[config.mk]
export PLATFORM = sky130hd
export DESIGN_NAME = alu_arbiter
export DESIGN_NICKNAME = d
export VERILOG_FILES = /design/src/rtl/alu_pkg.sv /design/src/rtl/rr_pick2.sv /design/src/rtl/alu_arbiter.sv
export SDC_FILE = /design/constraint.sdc
export NUM_CORES = 1
export LEC_CHECK = 0
export BUFFER_PORTS_ARGS = -buffer_cell sky130_fd_sc_hd__buf_4
export CORE_AREA = 2 2 208 210
export CTS_BUF_LIST = sky130_fd_sc_hd__clkbuf_8
export DETAILED_ROUTE_END_ITERATION = 12
export DIE_AREA = 0 0 210 212
export PLACE_DENSITY = 0.42
export SYNTH_ARGS = -nofsm -noshare
export SYNTH_HDL_FRONTEND = slang
export SYNTH_SLANG_ARGS = --single-unit
[constraint.sdc]
create_clock -name clk -period 2.1 [get_ports clk]
set_input_delay 0.21 -clock clk [delete_from_list [all_inputs] [get_ports clk]]
set_output_delay 0.21 -clock clk [all_outputs]
set_load 0.05 [all_outputs]
[src/rtl/alu_pkg.sv]
// Shared ALU definitions: opcode encodings, legality check and default widths.
// Latency: none (definitions only).
// Backpressure: not applicable.
package alu_pkg;

  localparam int ALU_W   = 64;
  localparam int ALU_OPW = 4;

  localparam logic [ALU_OPW-1:0] ALU_AND = 4'b0000;
  localparam logic [ALU_OPW-1:0] ALU_OR  = 4'b0001;
  localparam logic [ALU_OPW-1:0] ALU_ADD = 4'b0010;
  localparam logic [ALU_OPW-1:0] ALU_SUB = 4'b0110;
  localparam logic [ALU_OPW-1:0] ALU_NOR = 4'b1100;

  // Output register occupancy
  typedef enum logic {
    RSP_EMPTY = 1'b0,
    RSP_FULL  = 1'b1
  } rsp_state_t;

  // Response side-band fields captured alongside the result
  typedef struct packed {
    logic id;
    logic zero;
    logic err;
  } rsp_meta_t;

  function automatic logic alu_op_legal(input logic [ALU_OPW-1:0] op);
    case (op)
      ALU_AND, ALU_OR, ALU_ADD, ALU_SUB, ALU_NOR: alu_op_legal = 1'b1;
      default:                                    alu_op_legal = 1'b0;
    endcase
  endfunction

endpackage

[src/rtl/rr_pick2.sv]
// Two-way round-robin chooser: lone valid wins, on contention the one not served last wins.
// Latency: purely combinational.
// Backpressure: none; the caller qualifies the grant with its own issue condition.
module rr_pick2 (
  input  logic [1:0] valid,
  input  logic       last,
  output logic       gnt_idx,
  output logic       gnt_vld
);

  assign gnt_vld = |valid;
  // On contention favour the requester that did not win the previous accept
  assign gnt_idx = (&valid) ? ~last : valid[1];

endmodule

[src/rtl/alu_arbiter.sv]
// Shares one external combinational ALU between two requesters and registers the result.
// Latency: response valid the cycle after accept; one op per cycle sustained.
// Backpressure: a held response with rsp_ready low stalls both requesters (ready low).
module alu_arbiter
  import alu_pkg::*;
#(
  parameter int W   = ALU_W,
  parameter int OPW = ALU_OPW
) (
  input  logic           clk,
  input  logic           rst_n,
  input  logic           req0_valid,
  output logic           req0_ready,
  input  logic [W-1:0]   req0_a,
  input  logic [W-1:0]   req0_b,
  input  logic [OPW-1:0] req0_op,
  input  logic           req1_valid,
  output logic           req1_ready,
  input  logic [W-1:0]   req1_a,
  input  logic [W-1:0]   req1_b,
  input  logic [OPW-1:0] req1_op,
  output logic [W-1:0]   alu_a,
  output logic [W-1:0]   alu_b,
  output logic [OPW-1:0] alu_op,
  input  logic [W-1:0]   alu_result,
  input  logic           alu_zero,
  output logic           rsp_valid,
  input  logic           rsp_ready,
  output logic           rsp_id,
  output logic [W-1:0]   rsp_result,
  output logic           rsp_zero,
  output logic           rsp_err
);

  rsp_state_t state_q, state_d;
  rsp_meta_t  meta_q;
  logic       last_q;
  logic       gnt_idx, gnt_vld, grant;
  logic       can_issue, accept, op_legal;

  rr_pick2 u_pick (
    .valid   ({req1_valid, req0_valid}),
    .last    (last_q),
    .gnt_idx (gnt_idx),
    .gnt_vld (gnt_vld)
  );

  // Grants are suppressed while reset is asserted so the ALU sees zeros
  assign grant      = gnt_vld & rst_n;
  assign rsp_valid  = (state_q == RSP_FULL);
  assign can_issue  = rst_n & (~rsp_valid | rsp_ready);
  assign accept     = grant & can_issue;
  assign req0_ready = accept & ~gnt_idx;
  assign req1_ready = accept & gnt_idx;
  assign op_legal   = alu_op_legal(alu_op);

  assign rsp_id   = meta_q.id;
  assign rsp_zero = meta_q.zero;
  assign rsp_err  = meta_q.err;

  // Steer the winner's operands to the ALU, zeros when nobody is granted
  always_comb begin
    alu_a  = '0;
    alu_b  = '0;
    alu_op = '0;
    if (grant) begin
      if (gnt_idx) begin
        alu_a  = req1_a;
        alu_b  = req1_b;
        alu_op = req1_op;
      end else begin
        alu_a  = req0_a;
        alu_b  = req0_b;
        alu_op = req0_op;
      end
    end
  end

  // Output register occupancy
  always_ff @(posedge clk or negedge rst_n) begin
    if (!rst_n) state_q <= RSP_EMPTY;
    else        state_q <= state_d;
  end

  // Fill on accept (including same-cycle drain and refill), empty on a bare drain
  always_comb begin
    state_d = state_q;
    case (state_q)
      RSP_EMPTY: if (accept) state_d = RSP_FULL;
      RSP_FULL: begin
        if (accept)         state_d = RSP_FULL;
        else if (rsp_ready) state_d = RSP_EMPTY;
      end
      default:  state_d = RSP_EMPTY;
    endcase
  end

  // Capture the response and remember who was served; illegal ops report a zero result
  always_ff @(posedge clk or negedge rst_n) begin
    if (!rst_n) begin
      rsp_result <= '0;
      meta_q     <= '0;
      last_q     <= 1'b1;
    end else if (accept) begin
      rsp_result  <= op_legal ? alu_result : '0;
      meta_q.zero <= op_legal ? alu_zero : 1'b1;
      meta_q.err  <= ~op_legal;
      meta_q.id   <= gnt_idx;
      last_q      <= gnt_idx;
    end
  end

endmodule

==> qor.csv <==
stage;metric;value;unit
final_layout;FILL cells;4653;
status;failing checks;setup timing;
drt;Starting DRT DRC Count;376;
placed_design;Port-buffer cells;535;
synth;main combinational cell family by area after synthesis;simple AND/OR/NAND/NOR gates;
sta;Slew headroom;0.407;
clocking;worst skew pair latency;0.36;ns
hold_path;worst hold path type;input port to register;
final_layout;fin util;0.282;
sta;Slew @ Worst Pin;0.890;ns
pwr;Leak;5.64;nW
sta;Pins Over Slew Limit;0;
die;IO Pins;536;
sta;Final Hold Vio Count;0;
pwr;Switch Pwr;3.42;mW
die;Core Footprint;42500;sq um
sta;Final Setup Violations;34;
synth;FF+latch count, synth;69;
clocking;Max Root-Sink Buffers;2;
final_layout;Area growth syn-to-layout;150;%
pwr;Seq pwr share;0.233;
job;max-cap violation count;0;
final_layout;multi-input gate area in the final layout;3810;sq um
worst_setup_path;CP Max Fanout;8;
drt;drt first pass iters;4;
synth;sequential fraction of the synthesis area;0.362;
die;Die Y;212;um
hold_path;Hold Path Stages;3;
placed_design;Detail Placement HPWL;29000;um
drt;via count;7330;
synth;largest cells by area after synthesis;dfrtp_1 36%, nand2_1 31%, a21oi_1 16%, a21oi_2 7.3%, clkbuf_1 4.2%;
synth;syn nets;1075;
grt;largest net degree at the start of global routing;68;
die;die area;44500;sq um
clocking;Reg clk slew, reported paths;0.08;ns
die;Die Wd;210;um
worst_setup_path;R2R Setup Slk;0.04;ns
sta;Final period util;1.03;
synth;Synth Warn #;0;
hold_path;min-delay src;alu_zero;
pwr;Clk pwr share;0.145;
final_layout;share of layout cells above drive strength 1;0.666;
drt;routed wire length;36500;um
grt;first-pass GRT wire length;49300;um
worst_setup_path;CP required;1.89;ns
pwr;Net Sw Frac;0.478;
worst_setup_path;reg2reg path depth;8;
clocking;CTS Sinks;69;
worst_setup_path;CP endpoint kind;output pin;
drt;Antenna Nets Post-Route;0;
worst_setup_path;data arrival time of the critical path;1.95;ns
placed_design;placed cells;1793;
grt;total track usage;0.151;
die;Initial Utilization;0.112;
drt;vias per std cell;3.98;
grt;total gr overflow;0;
sta;RSZ-0062 raised after global routing;true;
final_layout;final instance area;12000;sq um
clocking;cts bufs inserted;9;
sta;clock skew;0.00850;ns
synth;syn avg cell area;6.45;sq um
pwr;Power Total;7.16;mW
clocking;CTS tree;built;
synth;Synth Area in Compound Gates;0.260;
worst_setup_path;Worst Setup SP;last_q$_DFFE_PN1P_;
pwr;Comb power frac;0.622;
worst_setup_path;worst r2r src;last_q$_DFFE_PN1P_;
sta;maximum clock rate;0.463;GHz
drt;drt drc;0;
synth;Mapped Cells;741;
grt;vias in the first global route;7309;
clocking;htree depth;3;
sta;setup slack after layout;-0.0595;ns
clocking;clk root buf;clkbuf_8;
grt;antenna violations before repair;13;
synth;fraction of synthesized area in multiplexers;0;
final_layout;Layout Cells excl Fill;1844;
pwr;PD cells;598;nW/um^2
worst_setup_path;Reg-to-Reg End;rsp_zero$_DFFE_PN0P_;
synth;area of the mapped netlist;4780;sq um
placed_design;area post-placement;10100;sq um
synth;Post-Synth Adder-Cell Area;0;
sta;fin crit period;2.16;ns
worst_setup_path;Setup CP Type;register to output pin;
status;status;complete, but fails checks;
die;Core Rows;76;
drt;wire length per cell;19.8;um
synth;distinct cell type count after synthesis;23;
final_layout;nets;1618;
hold_path;end of the worst hold path;rsp_zero$_DFFE_PN0P_;
final_layout;register area;1730;sq um
synth;post-synthesis simple-gate area fraction;0.318;
synth;xor and xnor fraction of the mapped netlist area;0;
placed_design;GP Congestion;0.916;
worst_setup_path;Worst setup SP type;register;
synth;Synth top area share;0.356;
synth;area leader, netlist;dfrtp_1;
pwr;internal power;3.74;mW
pwr;peak supply drop;0.320;mV
==> metal layers <==
metal  GRT usage  wire length, um  up-vias
met3      0.0487             3080       34
met5           0                0        -
met4      0.0472              762        0
li1            -                -     3497
met1       0.168            13900     3455
met2       0.272            18800      344
==> synth_stat cells <==
master / count
a21boi_4: 1
a21o_1: 3
a21oi_1: 153
a21oi_2: 40
a2bb2oi_1: 1
a32o_1: 2
a32oi_1: 3
and2_1: 1
buf_1: 2
buf_2: 5
buf_6: 5
clkbuf_1: 53
dfrtp_1: 68
dfstp_2: 1
inv_1: 1
nand2_1: 389
nand2b_1: 3
nand3b_1: 1
nor2_1: 5
nor2b_1: 1
o21ai_1: 1
o21bai_1: 1
o41ai_2: 1
==> flip-flops by register name, indices dropped and copies added, names as in the netlist <==
register,count
rsp_zero,1
rsp_id,1
rsp_err,1
last_q,1
rsp_result,64
rsp_valid,1
==> how the worst max path moves through the flow <==
stage / to
after floorplan: req1_ready
after global placement: rsp_zero$_DFFE_PN0P_
after detailed placement: rsp_zero$_DFFE_PN0P_
after CTS: alu_b[37]
after global routing: alu_a[16]
final: alu_b[44]
==> power groups by stage <==
stage / clock network [mW] / logic (mW) / registers (mW)
after floorplan: 0 / 1.57 / 2.44
after global placement: 0 / 3.87 / 1.70
after detailed placement: 0 / 3.88 / 1.70
after CTS: 1.08 / 4.19 / 1.67
after global routing: 1.15 / 4.68 / 1.70
final: 1.04 / 4.45 / 1.67
==> worst max-delay path, cell delays in order (launching register included) <==
cell and delay [ns]:
dfstp_2 0.38, buf_6 0.12, a21boi_4 0.17, buf_12 0.16, buf_12 0.14, buf_16 0.14, nand2_1 0.09, a21oi_4 0.19
buf_6 0.19
==> timing repair <==
action / 4_1_cts / 5_1_grt
hold buffers: 1 / 0
gates resized for setup: 158 / 157
setup buffers: 6 / 8
endpoints found under the setup margin: 113 / 198
pin swaps: 24 / 91
endpoints found under the hold margin: 2 / 0
gates cloned: 5 / 8
==> cell type report <==
type / instances / share of cell area
repair buffers: 597 / 0.462
inverters: 1 / 0.000314
flip-flops and latches: 69 / 0.144
multi-input cells: 606 / 0.319
well taps: 546 / 0.0571
diodes: 9 / 0.00188
clock inverters: 5 / 0.00293
clock buffers: 11 / 0.0127
==> cell usage in the layout (no fill, tap or decap), drive strengths merged <==
master       instances
a21oi              193
nand2b               3
nor2                 5
dfstp                1
a32oi                3
nand3b               1
diode                9
inv                  1
a2bb2oi              1
o21ai                1
nand2              389
clkinv               4
buf                589
dfrtp               68
clkbuf              18
a32o                 2
and2                 1
clkinvlp             1
dlygate4sd3          1
o21bai               1
a21boi               1
nor2b                1
o41ai                1
a21o                 3
==> cell families (layout without fill, tap and decap cells) <==
logic type | count (synthesis) | after routing
flip-flops | 69 | 69
AO/OA/AOI/OAI | 206 | 206
other | 0 | 9
AND/OR/NAND/NOR | 400 | 400
buffers and inverters | 66 | 614
==> through the flow <==
stage / hold slack (ns) / worst slack, ns / TNS (ns)
2_1_floorplan: -0.0856 / 0.0557 / 0
3_3_place_gp: 0.0433 / 0.109 / 0
3_5_place_dp: 0.0447 / 0.0798 / 0
4_1_cts: 0.0621 / -0.112 / -6.02
5_1_grt: 0.0644 / -0.134 / -10.54
6_report: 0.0879 / -0.0595 / -0.783
Note: power is estimated with default switching activity, not from simulation.
